--- src/rtl/csi2_pixel_unpacker.sv ---
// CSI-2 long-packet payload unpacker: RAW8/RAW10 bytes to four 10-bit pixels per beat.
// Packets of other data types, or on a filtered-out virtual channel, are dropped.
module csi2_pixel_unpacker #(
  parameter bit         VC_FILTER_ENABLE = 1'b0,
  parameter logic [1:0] VC_FILTER        = 2'd0
) (
  input  logic        clock,
  input  logic        reset_n,
  input  logic [1:0]  virtual_channel,
  input  logic [15:0] word_count,
  input  logic [31:0] image_data,
  input  logic [7:0]  image_data_type,
  input  logic        image_data_enable,
  output logic [39:0] pixel_data,
  output logic        pixel_valid,
  output logic [1:0]  pixel_virtual_channel,
  output logic        pixel_line_end,
  output logic        packet_error
);

  localparam logic [7:0] DtRaw8  = 8'h2A;
  localparam logic [7:0] DtRaw10 = 8'h2B;

  typedef enum logic [1:0] {StIdle, StRaw8, StRaw10, StDiscard} state_e;

  state_e      state_q, state_d, mode;
  logic [15:0] remaining_q, remaining_d, cur_rem;
  logic [1:0]  vc_q, vc_d;
  logic [63:0] buf_q, buf_d, merged;
  logic [3:0]  count_q, count_d, sum;
  logic [2:0]  n;
  logic [31:0] masked;
  logic [39:0] group_pixels;
  logic        group_fire, pkt_end;
  logic [39:0] pixel_data_d;
  logic [1:0]  pixel_vc_d;
  logic        pixel_valid_d, line_end_d, error_d;

  always_comb begin
    state_d       = state_q;
    remaining_d   = remaining_q;
    vc_d          = vc_q;
    buf_d         = buf_q;
    count_d       = count_q;
    mode          = state_q;
    cur_rem       = remaining_q;
    n             = 3'd0;
    masked        = '0;
    merged        = buf_q;
    sum           = count_q;
    group_fire    = 1'b0;
    pkt_end       = 1'b0;
    group_pixels  = '0;
    pixel_data_d  = pixel_data;
    pixel_vc_d    = pixel_virtual_channel;
    pixel_valid_d = 1'b0;
    line_end_d    = 1'b0;
    error_d       = 1'b0;

    // A zero-length start word carries nothing and opens no packet.
    if (image_data_enable && !(state_q == StIdle && word_count == 16'd0)) begin
      if (state_q == StIdle) begin
        cur_rem = word_count;
        vc_d    = virtual_channel;
        if (VC_FILTER_ENABLE && virtual_channel != VC_FILTER) mode = StDiscard;
        else if (image_data_type == DtRaw8)                   mode = StRaw8;
        else if (image_data_type == DtRaw10)                  mode = StRaw10;
        else                                                  mode = StDiscard;
      end
      n           = (cur_rem >= 16'd4) ? 3'd4 : cur_rem[2:0];
      remaining_d = cur_rem - 16'(n);
      pkt_end     = (remaining_d == 16'd0);
      state_d     = pkt_end ? StIdle : mode;
      for (int b = 0; b < 4; b++) begin
        masked[8*b +: 8] = (b < int'(n)) ? image_data[8*b +: 8] : 8'h00;
      end

      if (mode != StDiscard) begin
        merged = buf_q | ({32'b0, masked} << {count_q, 3'b000});
        sum    = count_q + 4'(n);
        if (mode == StRaw8 && sum >= 4'd4) begin
          group_fire = 1'b1;
          for (int i = 0; i < 4; i++) group_pixels[10*i +: 10] = {merged[8*i +: 8], 2'b00};
          buf_d   = merged >> 32;
          count_d = sum - 4'd4;
        end else if (mode == StRaw10 && sum >= 4'd5) begin
          group_fire = 1'b1;
          for (int i = 0; i < 4; i++) begin
            group_pixels[10*i +: 10] = {merged[8*i +: 8], merged[32 + 2*i +: 2]};
          end
          buf_d   = merged >> 40;
          count_d = sum - 4'd5;
        end else begin
          buf_d   = merged;
          count_d = sum;
        end

        if (group_fire) begin
          pixel_valid_d = 1'b1;
          pixel_data_d  = group_pixels;
          pixel_vc_d    = vc_d;
        end
        if (pkt_end) begin
          if (count_d != 4'd0) begin
            error_d = 1'b1;
            buf_d   = '0;
            count_d = 4'd0;
          end else begin
            line_end_d = group_fire;
          end
        end
      end
    end
  end

  always_ff @(posedge clock or negedge reset_n) begin
    if (!reset_n) begin
      state_q               <= StIdle;
      remaining_q           <= '0;
      vc_q                  <= '0;
      buf_q                 <= '0;
      count_q               <= '0;
      pixel_data            <= '0;
      pixel_valid           <= 1'b0;
      pixel_virtual_channel <= '0;
      pixel_line_end        <= 1'b0;
      packet_error          <= 1'b0;
    end else begin
      state_q               <= state_d;
      remaining_q           <= remaining_d;
      vc_q                  <= vc_d;
      buf_q                 <= buf_d;
      count_q               <= count_d;
      pixel_data            <= pixel_data_d;
      pixel_valid           <= pixel_valid_d;
      pixel_virtual_channel <= pixel_vc_d;
      pixel_line_end        <= line_end_d;
      packet_error          <= error_d;
    end
  end

endmodule

--- config.mk ---
export PLATFORM = sky130hd
export DESIGN_NAME = csi2_pixel_unpacker
export DESIGN_NICKNAME = d
export VERILOG_FILES = /design/src/rtl/csi2_pixel_unpacker.sv
export SDC_FILE = /design/constraint.sdc
export NUM_CORES = 1
export LEC_CHECK = 0
export BUFFER_PORTS_ARGS = -buffer_cell sky130_fd_sc_hd__buf_2
export CAP_MARGIN = 15
export CORE_MARGIN = 2
export CORE_UTILIZATION = 61
export CTS_BUF_LIST = sky130_fd_sc_hd__clkbuf_4 sky130_fd_sc_hd__clkbuf_8
export DETAILED_ROUTE_END_ITERATION = 10
export PLACE_DENSITY_LB_ADDON = 0.25
export SYNTH_ARGS = -nofsm -noshare
export SYNTH_HDL_FRONTEND = slang
export SYNTH_SLANG_ARGS = --single-unit
--- constraint.sdc ---
create_clock -name clock -period 5.8 [get_ports clock]
set_clock_uncertainty 0.2 [all_clocks]
set_input_delay 0.87 -clock clock [delete_from_list [all_inputs] [get_ports clock]]
set_output_delay 0.87 -clock clock [all_outputs]
set_load 0.03 [all_outputs]
After elaboration in Yosys (flattened, before gate mapping)
Index checks and enable logic that the tools add are counted.
- register bits: 133
- logic and storage cells: 79
- output and inout port bits: 45
- input bits: 61
- bitwise gates (word level): 1
- reductions and logical operators: 11
- multiplexer cells: 40
- magnitude comparators: 7
- $add $sub $neg: 4
- eq/ne operators: 5
- shifts and indexed selects: 1
- operators with widths (kind ; count):
    two-way mux 64 bit ; 4
    two-way mux 40 bit ; 2
    OR 64 bit ; 1
    left shift 32 x 7 -> 64 bit ; 1
    logical NOT 16 bit ; 2
    two-way mux 16 bit ; 2
    two-way mux 8 bit ; 4
    two-way mux 4 bit ; 6
    equality test 8 x 6 -> 1 bit (second input constant) ; 2
    >= comparator 16 x 3 -> 1 bit (second input constant) ; 1
    two-way mux 1 bit ; 16
    subtractor 16 x 3 -> 16 bit ; 1
    two-way mux 2 bit ; 5
    >= comparator 4 x 3 -> 1 bit (second input constant) ; 2
    subtractor 4 x 3 -> 4 bit (second input constant) ; 2
    < comparator 1 x 3 -> 1 bit (first input constant) ; 2
    < comparator 2 x 3 -> 1 bit (first input constant) ; 2
    adder 4 x 3 -> 4 bit ; 1
    logical AND 1 bit ; 4
    nonzero test 4 bit ; 1
    two-way mux 3 bit ; 1
    AND reduction 3 bit ; 1
    equality test 2 x 1 -> 1 bit (second input constant) ; 1
    equality test 2 bit (second input constant) ; 1
    4 further kinds ; 4

Logic depth before layout (Yosys ltp)
- word-level depth: 19
- depth in mapped cells: 23
- depth with buffers taken out: 19

Worst setup path before layout
No wires, ideal clock.
- kind: input -> register
- start: in word_count[7]
- end: reg buf_q[37]
- stages: 21
- buffers on the path: 2
- setup time: 0.086 ns
- slack: 0.086 ns
- required time: 5.514 ns
- arrival: 5.428 ns
- cell sequence: nor4_1 -> a21oi_2 -> or4_1 -> buf_2 -> nor3_1 -> inv_1 -> nor2_1 -> ha_1 -> inv_1 -> fa_1 -> ha_1 -> nand2b_1 -> a21o_1 -> o2111ai_1 -> o21ai_0 -> xnor2_1 -> nand4b_1 -> nor4b_2 -> nand2b_2 -> buf_4 -> nor3_1
- longest elaborated chain between the ends: 14
- elaborated cells between the ends (all ways): 37
- those cells by class: add/sub: 4; order compare: 7; shift: 1; mux: 15; bitwise: 1; reduce/logical: 9
- ends and longest elaborated chain (item ; RTL line ; source):
    start: declaration ; 10 ; input logic [15:0] word_count,
    two-way mux 16 bit ; 62 ; if (state_q == StIdle) begin
    two-way mux 16 bit ; 61 ; if (image_data_enable && !(state_q == StIdle && word_count == 16'd0)) begin
    >= comparator 16 x 3 -> 1 bit ; 70 ; n = (cur_rem >= 16'd4) ? 3'd4 : cur_rem[2:0];
    two-way mux 3 bit ; 70 ;
    adder 4 x 3 -> 4 bit ; 80 ; sum = count_q + 4'(n);
    >= comparator 4 x 3 -> 1 bit ; 86 ; end else if (mode == StRaw10 && sum >= 4'd5) begin
    logical AND 1 bit ; 86 ;
    two-way mux 4 bit ; 86 ;
    two-way mux 4 bit ; 81 ; if (mode == StRaw8 && sum >= 4'd4) begin
    two-way mux 4 bit ; 78 ; if (mode != StDiscard) begin
    two-way mux 4 bit ; 61 ;
    nonzero test 4 bit ; 104 ; if (count_d != 4'd0) begin
    two-way mux 64 bit ; 104 ;
    two-way mux 64 bit ; 103 ; if (pkt_end) begin
    end signal: assignment ; 132 ; buf_q <= buf_d;
    end: declaration ; 29 ; logic [63:0] buf_q, buf_d, merged;
Several ways; a longest one is shown, not always the timed one. The select of a mux whose other input is x is not followed.
A chain may end at the register's enable or synchronous reset.

Final worst setup path
- start: reg state_q[1]
- end: reg buf_q[36]
- longest elaborated chain between the ends: 15
- elaborated cells between the ends (all ways): 42
- those cells by class: add/sub: 4; order compare: 7; eq/ne: 3; shift: 1; mux: 17; bitwise: 1; reduce/logical: 9
- ends and longest elaborated chain (item ; RTL line ; source):
    start: declaration ; 26 ; state_e state_q, state_d, mode;
    start signal: assignment ; 118 ; state_q <= StIdle;
    start signal: assignment ; 129 ; state_q <= state_d;
    logical NOT 2 bit ; 61, 62 ;
    two-way mux 16 bit ; 62 ;
    two-way mux 16 bit ; 61 ;
    >= comparator 16 x 3 -> 1 bit ; 70 ;
    two-way mux 3 bit ; 70 ;
    adder 4 x 3 -> 4 bit ; 80 ;
    >= comparator 4 x 3 -> 1 bit ; 86 ;
    logical AND 1 bit ; 86 ;
    two-way mux 4 bit ; 86 ;
    two-way mux 4 bit ; 81 ;
    two-way mux 4 bit ; 78 ;
    two-way mux 4 bit ; 61 ;
    nonzero test 4 bit ; 104 ;
    two-way mux 64 bit ; 104 ;
    two-way mux 64 bit ; 103 ;
Several ways; a longest one is shown, not always the timed one. The select of a mux whose other input is x is not followed.

==> reports/results.txt <==
CTS max path bufs -> 2
Congestion Overflow GR -> 0
Async S/R FF share, synth -> 1.00
synth top area cells -> dfrtp_1, a21oi_1, nand2_1
leakage power -> 4.37 nW
syn_nets -> 1,124
DR iter-0 viols -> 1,401
design area -> 9840 sq um
placed inst area -> 9490 sq um
row count -> 43
I/O pin count -> 106
count of pins over their slew limit -> 0
DRT Wirelength -> 32,000 um
worst hold path type -> input port to asynchronous set/reset pin
Ys Warns -> 0
IO Port Bufs -> 105
die height -> 123 um
leading area contributor after synthesis -> dfrtp_1
Worst EP arrival -> 5570 ps
first-pass GRT wire length -> 49,200 um
Synth top cells by count -> nand2_1, dfrtp_1, a21oi_1
largest net degree at the start of global routing -> 85
peak supply drop -> 0.000293 V
Post-CTS Resized -> 0
mapped cell area -> 8650 sq um
Netlist cell types -> 76
Slew @ Worst Pin -> 1060 ps
vias per cell -> 7.09
GRT Total Usage -> 0.433
count of state elements after synthesis -> 133
vias in the first global route -> 8,864
post-CTS setup buffer count -> 0
Pwr per Cell Area -> 607 nW/um^2
die outline width -> 123 um
P&R area growth vs syn -> 13.8%
Core ar. -> 13,900 sq um
Seq/Total Area, Yosys -> 0.385
fin crit share -> 0.939
most frequent cell after synthesis -> nand2_1
status -> finished clean
CTS Root Cell -> clkbuf_8
hold violation total from the final report -> 0
antenna violations before repair -> 1
Die ar. -> 15,100 sq um
Synth top area share -> 0.385
Critical path origin -> state_q[1]$_DFFE_PN0P_
placer's final routability congestion estimate -> 1.02
Data required, critical path -> 5920 ps
CTS H-tree lvls -> 4
Post-synth EDFFs -> 0
reg2reg start -> state_q[1]$_DFFE_PN0P_
Post-Synthesis Cells -> 1,054
nets@finish -> 1,225
Num CTS Buffers -> 17
Max-Slew Margin vs Limit -> 0.292
TritonCTS clock tree -> yes
Setup Crit Path Kind -> flop to flop
Top FF cell, synth -> dfrtp_1
Max Freq -> 184 MHz
RSZ-0062 raised after global routing -> no
dpl hpwl -> 23,600 um
clock insertion delay at the later pin of the skew report -> 470 ps
drt drc -> 0
Worst-path clk slew -> 80 ps
minimum clock period -> 5450 ps
drt wl/cell -> 23.7 um
CTS Sinks -> 133
First-pass DRT Iterations -> 8
Critical Path Fanout Max -> 31
Setup crit start kind -> flop
final setup fails -> 0
layout cells sized above 1 -> 0.189
kind of end point of the critical path -> flop
synthesized area per cell -> 8.21 sq um
max-cap viol count -> 0
Initial Utilization -> 0.623
Post-CTS Hold Buffers -> 0
Vias -> 9,569
ANT nets after route -> 0
setup TNS -> 0 ps
## cell type report
type / count / area (sq um)
Antenna cell: 1 / 2.50
Clock buffer: 19 / 249
Clock inverter: 13 / 101
Fill cell: 1124 / 4040
Inverter: 23 / 86.3
Multi-Input combinational cell: 829 / 4950
Sequential cell: 133 / 3330
Tap cell: 180 / 225
Timing Repair Buffer: 151 / 902
## logic make-up after synthesis
kind of cell	Yosys count	synth area share
AOI/OAI and AO/OA	402	0.308
xor gates and xnor gates	9	0.00912
adders and majority gates	9	0.0139
buffers and inverters	92	0.0464
DFF	133	0.385
muxes	28	0.0339
other	1	0.000434
and+or+nand+nor	380	0.203
## cell usage in the layout, fill, tap and decap left out, types with 10 or more instances in the layout
master and instances:
a211o_1 11, a211oi_1 16, a21oi_1 112, a221o_1 10, a221oi_1 12, a22oi_1 22, a31oi_1 17, a32oi_1 11
buf_2 104, buf_4 44, clkbuf_8 17, dfrtp_1 133, inv_1 22, mux2_2 10, mux2i_1 18, nand2_1 146
nand3_1 12, nor2_1 110, nor3_1 33, nor4_1 12, o21ai_0 69, o22ai_1 24, o31ai_1 12, or3_1 10
## per-stage QoR
| step | setup slack [ps] | utilization | hold slack, ps | total power (W) | instances |
|---|---|---|---|---|---|
| final | 351 | 0.709 | 258 | 0.00597 | 1349 |
| after global routing | 58.7 | 0.709 | 310 | 0.00630 | 1349 |
| after CTS | 462 | 0.709 | 281 | 0.00583 | 1348 |
| after detailed placement | 29.0 | 0.684 | 262 | 0.00511 | 1316 |
| after global placement | 235 | 0.684 | 253 | 0.00503 | 1316 |
| after floorplan | 85.8 | - | 263 | 0.00394 | 1054 |
## report_power, final
group	total (W)	leakage, nW	internal [W]	switching [W]
Sequential	0.00159	1.68	0.00131	0.000288
Combinational	0.00366	2.51	0.00121	0.00245
Clock	0.000719	0.176	0.000310	0.000409
Total	0.00597	4.37	0.00283	0.00314
## worst max-delay path, stage by stage (launching register included)
cell and delay (ps):
dfrtp_1 360, or2_1 430, buf_4 300, o21ai_2 100, or4_1 430, nor3_1 310
inv_1 130, nor2_1 120, ha_1 170, inv_1 60, fa_1 500, ha_1 210
nand2b_1 150, a221o_1 310, o2111a_1 200, a211oi_1 270, a31oi_1 90, nand4b_1 190
nor4b_4 280, nand2b_2 200, buf_12 200, nor3_1 90
## path summary, 6_finish.rpt
kind	end	slack, ps	cells after the start
min in group clock	pixel_data[9]$_DFFE_PN0P_	280	2
setup reg to reg	buf_q[36]$_DFFE_PN0P_	350	21
hold reg to reg	pixel_data[9]$_DFFE_PN0P_	280	2
hold / removal	pixel_virtual_channel[0]$_DFFE_PN0P_	260	1
setup / recovery	buf_q[36]$_DFFE_PN0P_	350	21
max in group asynchronous	buf_q[25]$_DFFE_PN0P_	3930	2
## flip-flops by register name (all words and copies together) (netlist names)
| signal | flops |
|---|---|
| state_q | 2 |
| pixel_virtual_channel | 2 |
| pixel_line_end | 1 |
| count_q | 4 |
| vc_q | 2 |
| pixel_data | 40 |
| packet_error | 1 |
| pixel_valid | 1 |
| remaining_q | 16 |
| buf_q | 64 |
## per-layer routing
metal	wire length, um	vias to the layer above	share of wire	global-route usage
met1	12700	4446	0.40	0.604
met4	1610	0	0.050	0.192
met2	13000	799	0.41	0.621
met3	4680	165	0.15	0.132
met5	0	-	0	0
li1	-	4159	-	-
No activity file was read; power rests on OpenSTA's default activity.
